`config.mk`:
```
export PLATFORM = sky130hd
export DESIGN_NAME = two_to_four
export DESIGN_NICKNAME = d
export VERILOG_FILES = /design/src/rtl/fft_stream_pkg.sv /design/src/rtl/two_to_four.sv
export SDC_FILE = /design/constraint.sdc
export NUM_CORES = 1
export LEC_CHECK = 0
export ABC_AREA = 0
export CORE_ASPECT_RATIO = 1.2
export CORE_MARGIN = 2
export CORE_UTILIZATION = 30
export CTS_CLUSTER_DIAMETER = 200
export DETAILED_ROUTE_END_ITERATION = 10
export PLACE_DENSITY = 0.59
export SLEW_MARGIN = 5
export SYNTH_ARGS = -nofsm -noshare
export SYNTH_HDL_FRONTEND = slang
export SYNTH_SLANG_ARGS = --single-unit
```
`constraint.sdc`:
```
create_clock -name clk -period 2.2 [get_ports clk]
set_clock_uncertainty 0.15 [all_clocks]
set_input_delay 0.33 -clock clk [delete_from_list [all_inputs] [get_ports clk]]
set_output_delay 0.33 -clock clk [all_outputs]
set_load 0.03 [all_outputs]
```
`src/rtl/fft_stream_pkg.sv`:
```
`default_nettype none
// ============================================================================
// fft_stream_pkg : shared constants and types for the FFT stream converters
// Revision 1.0
// ============================================================================
package fft_stream_pkg;

  localparam int DEF_DATA_W = 8;
  localparam int IN_LANES   = 2;
  localparam int OUT_LANES  = 4;

  typedef enum logic [0:0] {
    EMPTY = 1'b0,
    HALF  = 1'b1
  } phase_e;

endpackage
`default_nettype wire

```
`src/rtl/two_to_four.sv`:
```
`default_nettype none
// ============================================================================
// two_to_four : packs two 2-lane handshake beats into one 4-lane output word
// Revision 1.0
// ============================================================================
module two_to_four
  import fft_stream_pkg::*;
#(
  parameter int DATA_W = DEF_DATA_W,
  parameter int CNT_W  = 16
) (
  input  logic              clk,
  input  logic              rst_n,
  input  logic              in_valid,
  output logic              in_ready,
  input  logic              in_sof,
  input  logic [DATA_W-1:0] in_lane0,
  input  logic [DATA_W-1:0] in_lane1,
  output logic              out_valid,
  input  logic              out_ready,
  output logic [DATA_W-1:0] out_lane0,
  output logic [DATA_W-1:0] out_lane1,
  output logic [DATA_W-1:0] out_lane2,
  output logic [DATA_W-1:0] out_lane3,
  output logic              drop_err,
  output logic [CNT_W-1:0]  word_cnt
);

  phase_e            phase_q, phase_d;
  logic [DATA_W-1:0] hold_q [IN_LANES];
  logic [DATA_W-1:0] hold_d [IN_LANES];
  logic [DATA_W-1:0] out_q  [OUT_LANES];
  logic [DATA_W-1:0] out_d  [OUT_LANES];
  logic              out_valid_q, out_valid_d;
  logic              drop_err_q, drop_err_d;
  logic [CNT_W-1:0]  word_cnt_q, word_cnt_d;

  logic accept;
  logic handoff;

  // A second beat may only arrive once the output register is free or leaving.
  assign in_ready = (phase_q == EMPTY) || !out_valid_q || out_ready;
  assign accept   = in_valid && in_ready;
  assign handoff  = out_valid_q && out_ready;

  always_comb begin
    phase_d     = phase_q;
    hold_d      = hold_q;
    out_d       = out_q;
    out_valid_d = out_valid_q;
    drop_err_d  = 1'b0;
    word_cnt_d  = word_cnt_q + CNT_W'(handoff);

    if (handoff) begin
      out_valid_d = 1'b0;
    end

    if (accept) begin
      if (phase_q == EMPTY) begin
        hold_d[0] = in_lane0;
        hold_d[1] = in_lane1;
        phase_d   = HALF;
      end else if (in_sof) begin
        // A new frame start discards the stale half and realigns on this beat.
        hold_d[0]  = in_lane0;
        hold_d[1]  = in_lane1;
        drop_err_d = 1'b1;
      end else begin
        out_d[0]    = hold_q[0];
        out_d[1]    = hold_q[1];
        out_d[2]    = in_lane0;
        out_d[3]    = in_lane1;
        out_valid_d = 1'b1;
        phase_d     = EMPTY;
      end
    end
  end

  always_ff @(posedge clk or negedge rst_n) begin
    if (!rst_n) begin
      phase_q     <= EMPTY;
      hold_q      <= '{default: '0};
      out_q       <= '{default: '0};
      out_valid_q <= 1'b0;
      drop_err_q  <= 1'b0;
      word_cnt_q  <= '0;
    end else begin
      phase_q     <= phase_d;
      hold_q      <= hold_d;
      out_q       <= out_d;
      out_valid_q <= out_valid_d;
      drop_err_q  <= drop_err_d;
      word_cnt_q  <= word_cnt_d;
    end
  end

  assign out_valid = out_valid_q;
  assign out_lane0 = out_q[0];
  assign out_lane1 = out_q[1];
  assign out_lane2 = out_q[2];
  assign out_lane3 = out_q[3];
  assign drop_err  = drop_err_q;
  assign word_cnt  = word_cnt_q;

endmodule
`default_nettype wire
```
Word-level counts from Yosys, hierarchy flattened
Index checks and enable logic that the tools add are counted.
{ "word_totals": {"latch_bits": 0, "ram_bits": 0, "in_bits": 21, "wordCells": 31, "romBits": 0, "memories": 0, "out_inout_bits": 51, "regBits": 67} }
{ "op_classes": {"addsub": 1, "n_reduce_logical": 7, "n_shift": 0, "mux": 10, "magnitude_cmp": 0, "eq_ne": 1, "bitwise": 2, "div_mod_pow": 0, "mul": 0} }
{ "op_table": {"columns": ["cell", "n"], "rows": [
  ["$mux W16", 2],
  ["$add A16 B1 Y16", 1],
  ["$mux W1", 8],
  ["$reduce_and A3 Y1", 1],
  ["$logic_and A1 B1 Y1", 2],
  ["$logic_or A1 B1 Y1", 2],
  ["$ne A2 B2 Y1 const B", 1],
  ["$not A1 Y1", 2],
  ["$reduce_and A2 Y1", 1],
  ["$logic_not A1 Y1", 1]
]} }

Depth between registers and ports, before layout
{ "depth": {"ltp_word": 5, "depth_mapped": 7, "ltp_nobuf": 7} }

Worst setup path before layout
Ideal clock, no wire load.
{ "synth_timing": {"path_kind": "register to register", "from": "register out_valid_q (netlist: out_valid)", "to": "register word_cnt_q[12] (netlist: word_cnt[12])", "setup_slack_ns": 0.309, "t_required_ns": 1.916, "period_less_slack_ns": 1.891, "path_buffers": 0, "setup_time_ns": 0.134, "arrival_ns": 1.608, "path_stages_with_launch": 8, "cell_sequence": "dfrtp_1 -> and2_2 -> ha_1 -> ha_1 -> nand4_1 -> nor2_1 -> nand4_1 -> xnor2_1"} }
{ "synth_via": {"elab_chain_cells": 2} }
{ "synth_rtl": {"columns": ["item", "line_no", "source"], "rows": [
  ["start, declared", "two_to_four.sv:34", "logic out_valid_q, out_valid_d;"],
  ["start signal, assigned", "two_to_four.sv:91", "out_valid_q <= out_valid_d;"],
  ["$logic_and A1 B1 Y1", "two_to_four.sv:44", "assign handoff = out_valid_q && out_ready;"],
  ["$add A16 B1 Y16", "two_to_four.sv:52", "word_cnt_d = word_cnt_q + CNT_W'(handoff);"],
  ["net word_cnt_d[12]", "two_to_four.sv:36", "logic [CNT_W-1:0] word_cnt_q, word_cnt_d;"],
  ["end signal, assigned", "two_to_four.sv:93", "word_cnt_q <= word_cnt_d;"],
  ["end, declared", "two_to_four.sv:36", null]
]} }
The timed path passes the listed nets, and every way through them passes these cells.
A chain may end at the register's enable or synchronous reset.

Worst setup path after layout
{ "layout_timing": {"from": "input port out_ready", "to": "output port in_ready"} }
{ "layout_via": {"elab_chain_cells": 1} }
{ "layout_rtl": {"columns": ["item", "line_no", "source"], "rows": [
  ["start, declared", "two_to_four.sv:20", "input logic out_ready,"],
  ["$logic_or A1 B1 Y1", "two_to_four.sv:42", "assign in_ready = (phase_q == EMPTY) || !out_valid_q || out_ready;"],
  ["end, declared", "two_to_four.sv:15", "output logic in_ready,"]
]} }
No other way between the ends.

==> metrics.md <==
| Metric | Value |
|---|---|
| CTS tree | `done` |
| Die width | `90.14 µm` |
| Slew @ Worst Pin | `between 300 and 400 ps` |
| IO Pins | `72` |
| Area growth syn-to-layout | `41.59%` |
| LEAKAGE | `between 1.5 and 2 nW` |
| Height of the die | `about 110 µm` |
| Initial antenna violation count | `0` |
| Relative slew slack | `between 70 and 80%` |
| Minimum clock period | `roughly 2100 ps` |
| Status | `finished, final reports clean` |
| Via count | `around 1600` |
| Final setup TNS | `0 ps` |
| Largest net degree at the start of global routing | `between 60 and 70` |
| Max frequency | `about 0.47 GHz` |
| Placed instance area | `roughly 3500 µm²` |
| Via density | `roughly 4.4` |
| Post-CTS Resized | `0` |
| Total gr overflow | `0` |
| Synth area leader | `dfrtp_1` |
| Post-DR wirelength/cell | `13.75 µm` |
| Routability cong. | `0.7895` |
| Share of layout cells above drive strength 1 | `28.29%` |
| Final period util | `between 90% and 100%` |
| Dpl hpwl | `roughly 3.5 mm` |
| Root cell of the clock tree | `clkbuf_8` |
| Clk Latency, worst-skew pair | `roughly 330 ps` |
| Site row count | `37` |
| Critical path peak fanout | `4` |
| CP Data Required Time | `1720 ps` |
| Crit start category | `input pin` |
| Number of port buffers | `71` |
| Initial Utilization | `31.02%` |
| Nets | `between 200 and 300` |
| First-pass GRT wire length | `8.742 mm` |
| Post-synth cell types | `24` |
| CP arrival | `roughly 1600 ps` |
| Seq/Total Area, Yosys | `62.76%` |
| Main flop type after synthesis | `dfrtp_1` |
| Post-CTS Setup Inserts | `0` |
| Final setup vio count | `0` |
| Critical path endpoint category | `primary output` |
| Maximum Capacitance Violations | `0` |
| Core area | `approximately 8600 µm²` |
| Area contributors post-synth | `dfrtp_1, mux2_2, mux2_4` |
| Ys async rst share | `100.0%` |
| Post-Syn Nets | `195` |
| Antenna Nets Post-Route | `0` |
| Hold crit path type | `register to register` |
| Antenna Cells | `0` |
| Die area | `9678 µm²` |
| Vias in the first global route | `between 1500 and 2000` |
| Hold Buf Count CTS | `1` |
| Maximum clock path buffer count | `2` |
| DRT iter0 DRCs | `51` |
| Min setup slack post-route | `between 70 and 80 ps` |
| Number of flops mapped to enable cells by yosys | `0` |
| Final instance area | `between 3000 and 4000 µm²` |
| Max Slew Vio Count | `0` |
| Yosys warnings | `0` |
| Residual DRC count | `0` |
| Final Hold Vio Count | `0` |
| Routed WL | `just over 5 mm` |
| Post-layout power | `around 4.4 mW` |
| Setup Crit Path Kind | `input pin to primary output` |
| RSZ-0062 raised after global routing | `no` |
| Mapped Area | `approximately 2700 µm²` |
| H-tree depth | `3` |
| First-pass iteration count of the detailed router | `4` |
| Post-synth top area share | `about 63%` |
| GRT Util Overall | `a little under an eighth` |
| CTS Buf Count | `9` |
| Top cells by count, synth | `dfrtp_1, mux2_2, mux2_4, xnor2_1, nand4_1` |
| Clock-pin slew on the worst setup and hold paths | `around 70 ps` |
| Count leader, synth | `dfrtp_1` |
| Mean post-synth cell area | `approximately 16 µm²` |
| Clock sink count | `67` |
| VDD IR max | `between 0.0005 and 0.0006 V` |
| FF+latch count, synth | `between 60 and 70` |
| Cells after synthesis | `171` |
| Dpl ws | `-114.7 ps` |
| Pwr Density | `roughly 1200 nW/µm²` |
-- worst paths after layout --
kind	cells after the start	from	slack, ps	end
max	4	out_ready	80	in_ready
min	1	word_cnt[15]	340	word_cnt[15]
min reg2reg	1	word_cnt[15]	340	word_cnt[15]
max in group asynchronous	3	rst_n	1230	hold_q[10]
min in group asynchronous	3	rst_n	400	word_cnt[3]
max reg2reg	7	out_valid	430	word_cnt[12]
-- state kept, by name (all words and copies together) (netlist names), 8 cells and up --
register   cells
hold_q        16
word_cnt      16
out_lane0      8
out_lane1      8
out_lane2      8
out_lane3      8
-- stage by stage --
stage / util [%] / hold WS, ps / std cells
detailed placement: 41.17 / 235.2 / 358
floorplan: - / -115.6 / 171
CTS: 43.93 / 351.7 / 375
finish: 43.93 / 338.5 / 375
global route: 43.93 / 365.9 / 375
global placement: 41.17 / 234.1 / 358
-- kinds of logic (layout without fill, tap and decap cells) --
kind of cell    after synthesis  in the layout  synth area share, %
compound gates                1              1               0.3747
xor+xnor                     14             14                4.590
fa+ha+maj                     3              3                1.405
buf+inv                       6             93                1.873
flops                        67             67                62.76
mux                          48             48                21.64
simple gates                 32             32                7.354
-- final cells by class --
cell class	count	area [µm²]
tap	117	146.4
clock buffer	12	155.1
clock inverter	4	72.57
inverter	1	3.754
multi-input combinational	98	944.7
sequential	67	1677
timing repair buffer	76	783.3
fill	818	4828
-- report_power, final --
group          internal [mW]  leakage [nW]  switching, mW
clock network          0.699         0.113          0.448
logic                  0.720         0.691          0.769
registers               1.54         0.816          0.199
total                   2.96          1.62           1.42
-- cells in the final DEF, fill, tap and decap left out, drive strengths merged, types with 2 or more instances in the layout --
cell type,netlist,layout
ha,3,3
buf,5,5
nor2,6,6
nand3,4,4
clkbuf,0,12
clkdlybuf4s50,0,70
nand2,4,4
xor2,5,5
dfrtp,67,67
or2,2,2
mux2,48,48
xnor2,9,9
nor3,3,3
bufinv,0,2
nand4,8,8
-- metal layers --
metal | wire (µm) | part of all wire, % | GRT usage, %
met3 | 438 | 8.5 | 5.812
met2 | 2401 | 47 | 17.94
met4 | 42 | 0.81 | 4.286
met5 | 0 | 0 | 0
met1 | 2276 | 44 | 13.87
-- worst max-delay path: stages --
cell and delay, ps:
clkdlybuf4s50_1 520, nor2b_4 70, nand2_1 60, clkdlybuf4s50_1 660
Power figures use the tool's default switching activity.
